`src/rtl/maxpool_stream.sv`:
```
// ============================================================================
// maxpool_stream
// ----------------------------------------------------------------------------
// Streaming 2x2 / stride-2 max pooling over a raster-ordered feature map.
// Each input beat carries one pixel with CHANNELS values packed side by side;
// each output beat carries one pooled pixel with the same packing.
//
// Datapath:
//   even column        -> pixel parked in the horizontal-hold register
//   odd col, even row  -> max(hold, pixel) written to line buffer [col/2]
//   odd col, odd row   -> max(linebuf[col/2], hold, pixel) loaded into the
//                         single-entry output register (one cycle latency)
//
// Ports:
//   clk        in   rising-edge clock
//   rst        in   synchronous active-high reset
//   in_data    in   CHANNELS*BITWIDTH, channel c at [c*BITWIDTH +: BITWIDTH]
//   in_valid   in   in_data is valid
//   in_ready   out  beat accepted when in_valid && in_ready
//   out_data   out  pooled pixel, same packing as in_data
//   out_valid  out  out_data is valid
//   out_ready  in   downstream accepts out_data
//   out_last   out  out_data is the final pooled pixel of the frame
// ============================================================================
module maxpool_stream #(
    parameter int BITWIDTH    = 32,
    parameter int CHANNELS    = 2,
    parameter int IMG_W       = 28,
    parameter int IMG_H       = 28,
    parameter int SIGNED_MODE = 0
) (
    input  logic                         clk,
    input  logic                         rst,
    input  logic [CHANNELS*BITWIDTH-1:0] in_data,
    input  logic                         in_valid,
    output logic                         in_ready,
    output logic [CHANNELS*BITWIDTH-1:0] out_data,
    output logic                         out_valid,
    input  logic                         out_ready,
    output logic                         out_last
);

    localparam int DW = CHANNELS * BITWIDTH;
    localparam int HW = IMG_W / 2;
    localparam int CW = (IMG_W > 2) ? $clog2(IMG_W) : 1;
    localparam int RW = (IMG_H > 2) ? $clog2(IMG_H) : 1;
    localparam int LW = (HW > 1) ? $clog2(HW) : 1;

    localparam logic [CW-1:0] COL_LAST = CW'(IMG_W - 1);
    localparam logic [RW-1:0] ROW_LAST = RW'(IMG_H - 1);

    generate
        if ((IMG_W % 2) != 0 || IMG_W < 2 || (IMG_H % 2) != 0 || IMG_H < 2) begin : g_bad_dims
            $error("maxpool_stream: IMG_W and IMG_H must be even and >= 2");
        end
    endgenerate

    // ------------------------------------------------------------------------
    // Compare helpers
    // ------------------------------------------------------------------------
    function automatic logic [BITWIDTH-1:0] max1(input logic [BITWIDTH-1:0] a,
                                                 input logic [BITWIDTH-1:0] b);
        logic signed [BITWIDTH-1:0] sa;
        logic signed [BITWIDTH-1:0] sb;
        logic                       a_gt;
        sa = a;
        sb = b;
        if (SIGNED_MODE != 0) a_gt = (sa > sb);
        else                  a_gt = (a > b);
        // Ties pick b, which equals a, so the value is unchanged either way.
        return a_gt ? a : b;
    endfunction

    function automatic logic [DW-1:0] vmax(input logic [DW-1:0] a,
                                           input logic [DW-1:0] b);
        logic [DW-1:0] r;
        r = '0;
        for (int c = 0; c < CHANNELS; c++) begin
            r[c*BITWIDTH +: BITWIDTH] = max1(a[c*BITWIDTH +: BITWIDTH],
                                             b[c*BITWIDTH +: BITWIDTH]);
        end
        return r;
    endfunction

    // ------------------------------------------------------------------------
    // State
    // ------------------------------------------------------------------------
    logic [CW-1:0] col_q,       col_d;
    logic [RW-1:0] row_q,       row_d;
    logic [DW-1:0] hold_q,      hold_d;
    logic [DW-1:0] out_data_q,  out_data_d;
    logic          out_valid_q, out_valid_d;
    logic          out_last_q,  out_last_d;

    // Line buffer is never reset: every entry is written on an even row
    // before the following odd row reads it.
    logic [DW-1:0] lb_q [HW];

    logic          accept;
    logic          lb_we;
    logic [LW-1:0] lb_idx;
    logic [DW-1:0] h_max;
    logic [DW-1:0] v_max;

    // The output register can take a new value whenever it is empty or being
    // drained this cycle, which gives full throughput with out_ready high.
    assign in_ready = !out_valid_q || out_ready;

    // ------------------------------------------------------------------------
    // Next-state logic
    // ------------------------------------------------------------------------
    always_comb begin
        accept      = in_valid && in_ready;
        lb_idx      = LW'(col_q >> 1);
        h_max       = vmax(hold_q, in_data);
        v_max       = vmax(lb_q[lb_idx], h_max);

        col_d       = col_q;
        row_d       = row_q;
        hold_d      = hold_q;
        lb_we       = 1'b0;
        out_data_d  = out_data_q;
        out_valid_d = out_valid_q;
        out_last_d  = out_last_q;

        if (out_valid_q && out_ready) begin
            out_valid_d = 1'b0;
            out_last_d  = 1'b0;
        end

        if (accept) begin
            if (col_q == COL_LAST) begin
                col_d = '0;
                row_d = (row_q == ROW_LAST) ? '0 : row_q + 1'b1;
            end else begin
                col_d = col_q + 1'b1;
            end

            if (!col_q[0]) begin
                hold_d = in_data;
            end else if (!row_q[0]) begin
                lb_we = 1'b1;
            end else begin
                // A drain in the same cycle is overridden here, so a new
                // result replaces the old one without a bubble.
                out_data_d  = v_max;
                out_valid_d = 1'b1;
                out_last_d  = (col_q == COL_LAST) && (row_q == ROW_LAST);
            end
        end
    end

    // ------------------------------------------------------------------------
    // Registers
    // ------------------------------------------------------------------------
    always_ff @(posedge clk) begin
        if (rst) begin
            col_q       <= '0;
            row_q       <= '0;
            hold_q      <= '0;
            out_data_q  <= '0;
            out_valid_q <= 1'b0;
            out_last_q  <= 1'b0;
        end else begin
            col_q       <= col_d;
            row_q       <= row_d;
            hold_q      <= hold_d;
            out_data_q  <= out_data_d;
            out_valid_q <= out_valid_d;
            out_last_q  <= out_last_d;
        end
    end

    always_ff @(posedge clk) begin
        if (lb_we) lb_q[lb_idx] <= h_max;
    end

    assign out_data  = out_data_q;
    assign out_valid = out_valid_q;
    assign out_last  = out_last_q;

endmodule

```
`config.mk`:
```
export PLATFORM = sky130hd
export DESIGN_NAME = maxpool_stream
export DESIGN_NICKNAME = d
export VERILOG_FILES = /design/src/rtl/maxpool_stream.sv
export SDC_FILE = /design/constraint.sdc
export NUM_CORES = 1
export LEC_CHECK = 0
export BUFFER_PORTS_ARGS = -buffer_cell sky130_fd_sc_hd__buf_2
export CAP_MARGIN = 20
export CORE_ASPECT_RATIO = 1.1
export CORE_UTILIZATION = 40
export CTS_CLUSTER_DIAMETER = 80
export DETAILED_ROUTE_END_ITERATION = 8
export SLEW_MARGIN = 20
export SYNTH_ARGS = -nofsm -noshare
export SYNTH_HDL_FRONTEND = slang
export SYNTH_SLANG_ARGS = --single-unit
```
`constraint.sdc`:
```
create_clock -name clk -period 11.1 [get_ports clk]
set_clock_uncertainty 0.15 [all_clocks]
set_input_delay 1.11 -clock clk [delete_from_list [all_inputs] [get_ports clk]]
set_output_delay 1.11 -clock clk [all_outputs]
set_load 0.02 [all_outputs]
```
Word-level counts from Yosys, hierarchy flattened. Memory sizes are Yosys's and may differ from the RTL's. A register that Yosys moved wholly into a read port is not among the register bits. Cells that the tools add are included.

Input bits: 68. Bits in registers: 140. Memories: 1. Output and inout bits: 67. Word-level logic and storage cells: 45. RAM bits: 896.

Order comparisons: 4. Reduce and logical (&&, ||, !) cells: 8. Equal/unequal tests: 2. Bitwise operators: 1. Muxes and demuxes: 21. Add/subtract/negate cells: 2.

Memories: lb_q (words 14, bits a word 64, read ports 1, clocked after memory_dff 1, write ports 1, line 97) `logic [DW-1:0] lb_q [HW];`.

Operators with widths (count): $gt 32x32->1 (4); $mux 32 (4); $mux 1 (13); $add 5x1->5 const B (2); $eq 5x5->1 const B (2); $mux 5 (2); $mux 4 (2); $reduce_and 2->1 (2); $logic_and 1x1->1 (3); $reduce_and 3->1 (1); $logic_not 1->1 (1); $logic_or 1x1->1 (1); $not 1->1 (1).

Depth between registers and ports, before layout. Gate-level depths: netlist of the first run.

Depth in word-level cells: 6. Gate-level depth with buffers: 20. Mapped depth without buffers: 17.

Worst setup path before layout of the first run. OpenSTA, ideal clock, no wires.

Path type: input-to-reg. From: input port out_ready. To: memory lb_q[0][0] (netlist name) (enable). Arrival time: 6.691 ns. Path buffers: 1. Setup time: 0.564 ns. Setup slack: 3.694 ns. Cell stages on the path: 6. Cells stage by stage: nand2b_1 -> and2_1 -> clkbuf_1 -> nand2_1 -> or4_1 -> nor3_1.

Word-level cells in the longest chain between the ends: 5.

RTL lines: start, declared (line 39) `input logic out_ready,`; $logic_or 1x1->1 (line 107) `assign in_ready = !out_valid_q || out_ready;`; $logic_and 1x1->1 (line 113) `accept = in_valid && in_ready;`; $mux 1 (line 131) `if (accept) begin`; $mux 1 (line 175) `if (lb_we) lb_q[lb_idx] <= h_max;`; $mux 1 (implied by the code) (line 175); end, declared (line 97).

Every way passes these cells.

Worst setup path in the final report of the first run.
From: input port in_data[39]. To: register out_data_q[32], in the netlist out_data[32].

Word-level cells in the longest chain between the ends: 4.

RTL lines: start, declared (line 34) `input logic [CHANNELS*BITWIDTH-1:0] in_data,`; $gt 32x32->1 (line 69) `else a_gt = (a > b);`; $mux 32 * (line 71) `return a_gt ? a : b;`; $gt 32x32->1 (line 69); $mux 32 * (line 71); end signal, assigned (line 168) `out_data_q <= out_data_d;`; end, declared (line 91) `logic [DW-1:0] out_data_q, out_data_d;`.

Every way passes the cells marked *; elsewhere a longest branch is shown, timed or not. A chain may end at the register's enable or synchronous reset.

==> out/qor.yml, run 1 <==
worst_ep_required_time_ps: 11520
port_buffers: 134
post-cts-setup-buffer-count: 0
startpoint: "in_data[39]"
synth-seq-area-share_pct: 68.5
regArea_mm2: 0.0298
final_area_mm2: 0.0494
fp-row-count: 126
clkPwrFrac_pct: 42.6
clockRootBuffer: "clkbuf_16"
drc: 0
ant_nets: 0
setup_ws_ps: 4200
cts_hold_buffers: 0
tightest_slew_ps: 1120
synth_fp_nets: 2879
synth-edff-count: 896
initial_core_util_pct: 40.4
crit_slowest_cell: "or4_2"
synthDistinctLibCells: 49
fillers: 9282
endpoint_kind: "flop"
place_hpwl_mm: 62.3
fin_tns_setup_ps: 0
hp-class: "reg2reg"
fp.dieH_um: 348
clockBufferDepth: 3
slew_headroom_pct: 25.2
final.period_utilization_pct: 62.2
cts_made_buffers: 106
vias: 24200
antenna_found_initial: 9
yosys_warnings: 0
cap_violations: 0
insertion_delay_ps: 680
gp_congestion: 0.861
grt_usage_pct: 19.4
setup_viol: 0
coreArea_mm2: 0.108
p_leak_nw: 17.0
clock.fmax_mhz: 145
crit_fanout: 32
p_int_mw: 6.60
cpPeakStageDelay_ps: 1150
synth_area_mm2: 0.0435
hold_viol: 0
post-route-util_pct: 46.0
first_pass_iters: 6
period_minus_slack_ps: 6900
swShare_pct: 21.9
cts.clk_slew.worst_paths_ps: 60
cts_max_level: 3
synthArstFlopShare_pct: 0
p_comb_share_pct: 6.1
hold_path_startpoint: "out_data[10]"
p_switching_mw: 1.85
placed_cell_area_mm2: 0.0459
wl_per_cell_um: 24.5
pwr-share-seq_pct: 51.3
worstPathCellList: "buf_2 -> inv_1 -> ha_1 -> a21oi_1 -> o21ai_0 -> a2111oi_0 -> a31oi_1 -> o21ai_4 -> buf_4 -> mux2i_1 -> ha_1 -> nand4_1 -> nor4_2 -> nand2_1 -> or3_1 -> o311a_1 -> or4_2 -> o221ai_1"
synthFlopType: "edfxtp_1"
crit_path_start_kind: "primary input"
pwr_density_cell_mw_per_mm2: 171
final_common_cell: "edfxtp_1"
grt_setup_unrepaired: "false"
cts.sinks: 1040
cpMostUsedCell: "ha_1"
final_nets: 3034
dieArea_mm2: 0.110
die_w_um: 316
outcome: "complete, no violations"
crit_type: "in2reg"
wl_mm: 106
grt_pass1_wl_mm: 159
worstReg2RegStart: "hold_q[39]"
cts_resized: 0
setup.worst_path.end: "out_data[32]"
place_ws_ps: 3510
drive_gt1_share_pct: 20.3
reg2reg_to: "out_data[32]"
via_per_inst: 5.57
cp.arrival_ps: 7320
syn-instance-count: 2681
io_pins: 135
grt_max_degree: 68
reg2regPathDepth: 16
mostFrequentLayoutCells: "edfxtp_1, nand2_1, mux4_2, inv_1, mux2i_1"
worst-r2r-setup-slack_ps: 4480
drtIter0Drc: 2065
tritoncts: "built"
avgSynthCellArea_um2: 16.2
first_global_vias: 24900
area.growth.synth_to_final_pct: 13.7
ys_seq_elements: 1040
multi_input_area_mm2: 0.0126
maxSlewViolCount: 0
overflow: 0
peakVddDrop_uv: 132
synthesized netlist by cell type (all sizes together), types with 2 or more instances:
library cell / n / area, um2
a211oi: 4 / 30.0
a21o: 8 / 60.1
a21oi: 123 / 616
a221oi: 5 / 43.8
a311oi: 2 / 17.5
a31oi: 4 / 25.0
and3: 3 / 18.8
and4: 4 / 35.0
buf: 47 / 224
clkbuf: 91 / 342
dfxtp: 144 / 2880
edfxtp: 896 / 26900
ha: 130 / 1630
inv: 192 / 721
mux2: 2 / 22.5
mux2i: 191 / 1910
mux4: 193 / 4350
nand2: 298 / 1120
nand2b: 7 / 43.8
nand3: 13 / 65.1
nand3b: 3 / 22.5
nand4: 22 / 138
nand4b: 2 / 17.5
nor2: 43 / 161
nor2b: 3 / 18.8
nor3: 9 / 45.0
nor3b: 4 / 30.0
nor4: 3 / 25.0
o211ai: 66 / 495
o21a: 63 / 473
o21ai: 27 / 135
o221ai: 63 / 739
o31ai: 2 / 15.0
or3: 2 / 12.5
or4: 3 / 22.5
state kept, by name, summed over array words and instances, names as in the netlist, named ones only:
| name | cells |
|---|---|
| col_q | 5 |
| hold_q | 64 |
| lb_q | 896 |
| out_data | 64 |
| out_last | 1 |
| out_valid | 1 |
| row_q | 5 |
stage by stage:
step | cells | hold WS, ps | total power [mW]
after floorplan | 2681 | 299 | 4.76
after global placement | 4136 | 299 | 4.91
after detailed placement | 4136 | 297 | 4.94
after CTS | 4335 | 323 | 8.52
after global routing | 4335 | 338 | 8.72
final | 4338 | 321 | 8.45
power by group through the flow:
stage	clock network, mW	registers (mW)	logic, mW
final	3.60	4.34	0.516
after detailed placement	0	4.42	0.517
after global placement	0	4.42	0.495
after CTS	3.67	4.34	0.519
after floorplan	0	4.41	0.354
after global routing	3.81	4.34	0.572
area by class of cell:
class | instances | area share [%]
diodes | 3 | 0.0152
clock buffers | 137 | 5.79
clock inverters | 62 | 1.32
inverters | 192 | 1.46
multi-input cells | 1311 | 25.4
flip-flops and latches | 1040 | 60.3
well taps | 1408 | 3.56
repair buffers | 185 | 2.16
kinds of logic (layout without fill, tap and decap cells):
family	count (synthesis)	after routing	share of synthesized area (%)
other	0	3	0
AND/OR/NAND/NOR	422	422	4.14
buffers and inverters	330	576	2.96
adder cells (fa/ha/maj)	130	130	3.74
multiplexers	386	386	14.4
flip-flops	1040	1040	68.5
XOR/XNOR	1	1	0.0201
AO/OA/AOI/OAI	372	372	6.20
worst max-delay path: cells and delay by family:
| family | cells | cell delay (ps) |
|---|---|---|
| buf+inv | 3 | 570 |
| fa+ha+maj | 2 | 530 |
| compound gates | 7 | 2340 |
| simple gates | 5 | 2290 |
| mux | 1 | 460 |
worst min-delay path by stage:
| stage | cells past startpoint | end |
|---|---|---|
| final | 2 | out_data[10] |
| after global routing | 2 | hold_q[32] |
| after global placement | 2 | out_data[23] |
| after floorplan | 2 | hold_q[0] |
| after CTS | 2 | out_data[45] |
| after detailed placement | 2 | out_data[10] |
per-layer routing:
| layer | share of wire (%) | wire [um] | global-route usage, % |
|---|---|---|---|
| met1 | 44 | 46900 | 27.2 |
| met3 | 5.4 | 5690 | 3.06 |
| met4 | 2.2 | 2340 | 5.01 |
| met2 | 48 | 51300 | 31.6 |
| met5 | 0.039 | 41 | 0 |
(Power assumes the default switching activity.)
==> run 2: changes to the inputs <==
- clock period: 11.1 -> 6.52 ns (I/O delays scaled with it)
==> out/qor.yml, run 2 (same netlist as run 1, synthesis figures left out) <==
tritoncts: "built"
grt_max_degree: 105  # +54%
via_per_inst: 5.59  # +0.39%
worstReg2RegStart: "hold_q[62]"
vias: 24400  # +1.2%
p_switching_mw: 3.19  # +73%
outcome: "complete, no violations"
final_common_cell: "edfxtp_1"
peakVddDrop_uv: 202  # +53%
swShare_pct: 22.1  # +0.22 points
first_global_vias: 25100  # +0.80%
place_hpwl_mm: 61.2  # -1.7%
wl_per_cell_um: 24.7  # +0.92%
crit_fanout: 28  # -13%
holdPathStages: 3  # +1
p_comb_share_pct: 6.4  # +0.3 points
regArea_mm2: 0.0298  # unchanged
hold_viol: 0  # unchanged
mostFrequentLayoutCells: "edfxtp_1, nand2_1, mux4_2, inv_1, mux2i_1"
drive_gt1_share_pct: 21.2  # +0.89 points
startpoint: "hold_q[62]"
reg2regPathDepth: 17  # +1
fin_tns_setup_ps: 0  # unchanged
first_pass_iters: 5  # -1
p_leak_nw: 17.2  # +1.2%
io_pins: 135  # unchanged
hold_path_startpoint: "in_data[18]"
post-cts-setup-buffer-count: 0  # unchanged
antenna_found_initial: 5  # -4
cts_made_buffers: 109  # +2.8%
fp.dieH_um: 348  # unchanged
clkPwrFrac_pct: 42.5  # about the same
grt_usage_pct: 19.8  # +0.34 points
crit_type: "reg2reg"
pwr-share-seq_pct: 51.1  # -0.2 points
clock.fmax_mhz: 172
num_antenna_cells: 0  # -3
ant_nets: 0  # unchanged
crit_path_start_kind: "flop"
cts.clk_slew.worst_paths_ps: 60  # about the same
final.period_utilization_pct: 89.4
dieArea_mm2: 0.110  # unchanged
fillers: 9177  # -1.1%
final_nets: 3069  # +1.2%
clockRootBuffer: "clkbuf_16"
stdcell_count: 4372  # +0.78%
worst_ep_required_time_ps: 6960  # -4560 ps
cts_max_level: 3  # unchanged
wl_mm: 108  # +1.7%
maxSlewViolCount: 0  # unchanged
area.growth.synth_to_final_pct: 14.9
drtIter0Drc: 1912  # -7.4%
cts.sinks: 1040  # unchanged
cp.arrival_ps: 6270  # -1050 ps
largest_reg_flops: 896  # unchanged
endpoint_kind: "flop"
initial_core_util_pct: 40.4  # unchanged
cts_hold_buffers: 0  # unchanged
tightest_slew_ps: 1010  # -108 ps
clockBufferDepth: 3  # unchanged
insertion_delay_ps: 690  # about the same
period_minus_slack_ps: 5830
fp-row-count: 126  # unchanged
gp_congestion: 0.833  # -3.3%
setup_viol: 0  # unchanged
die_w_um: 316  # unchanged
port_buffers: 134  # unchanged
cap_violations: 0  # unchanged
largest_register: "lb_q"
coreArea_mm2: 0.108  # unchanged
hp-class: "in2reg"
slew_headroom_pct: 32.1  # +7.0 points
grt_pass1_wl_mm: 162  # +1.6%
pwr_density_cell_mw_per_mm2: 289  # +69%
drc: 0  # unchanged
p_int_mw: 11.2  # +70%
dp_cells: 4168  # +0.77%
cts_resized: 0  # unchanged
overflow: 0  # unchanged
multi_input_area_mm2: 0.0126  # +0.20%
grt_setup_unrepaired: "false"
[run 2: per-stage QoR]
step / hold slack (ps) / power, mW / util [%] / area, um2 / setup WS (ps)
after CTS: 38.3 / 14.6 / 46.5 / 50000 / 648
final: 77.8 / 14.4 / 46.5 / 50000 / 692
after floorplan: 299 / 8.11 / - / 43500 / 1290
after global placement: 295 / 8.40 / 43.2 / 46400 / 182
after global routing: 49.8 / 14.9 / 46.5 / 50000 / 501
after detailed placement: 291 / 8.44 / 43.2 / 46400 / 196
[run 2: worst max-delay path: stages (launching register included)]
cell	delay, ps
dfxtp_1	340
ha_1	330
nand4_1	170
nor4_1	780
o21ai_0	200
a31oi_1	290
o21ai_4	90
buf_12	220
mux2i_1	190
ha_1	340
nand4_1	160
nor4_2	450
nand2_1	170
or3_1	400
o311a_1	350
or4_2	690
buf_12	220
o221ai_1	190
[run 2: final cells by class]
cell class | instances | area share (%)
clock inverters | 67 | 1.27
clock buffers | 137 | 5.83
inverters | 192 | 1.44
well taps | 1408 | 3.53
multi-input cells | 1311 | 25.2
repair buffers | 217 | 3.09
flip-flops and latches | 1040 | 59.6
[run 2: final timing paths]
path                  end  slack, ps
max          out_data[32]        690
min            hold_q[18]         80
max reg2reg  out_data[32]        690
min reg2reg  out_data[30]        310
[run 2: per-layer routing]
layer / vias up / wire length (um) / GRT usage [%] / part of all wire, %
li1: 10800 / - / - / -
met1: 12700 / 47800 / 28.1 / 44
met2: 795 / 51800 / 32.1 / 48
met3: 179 / 6080 / 2.73 / 5.6
met4: 0 / 2400 / 4.65 / 2.2
met5: - / 0 / 0 / 0
[run 2: power groups by stage]
stage	sequential (mW)	combinational, mW	clock (mW)
6_report	7.38	0.919	6.14
5_1_grt	7.38	1.02	6.52
4_1_cts	7.38	0.925	6.25
3_5_place_dp	7.52	0.922	0
3_3_place_gp	7.52	0.884	0
2_1_floorplan	7.50	0.604	0
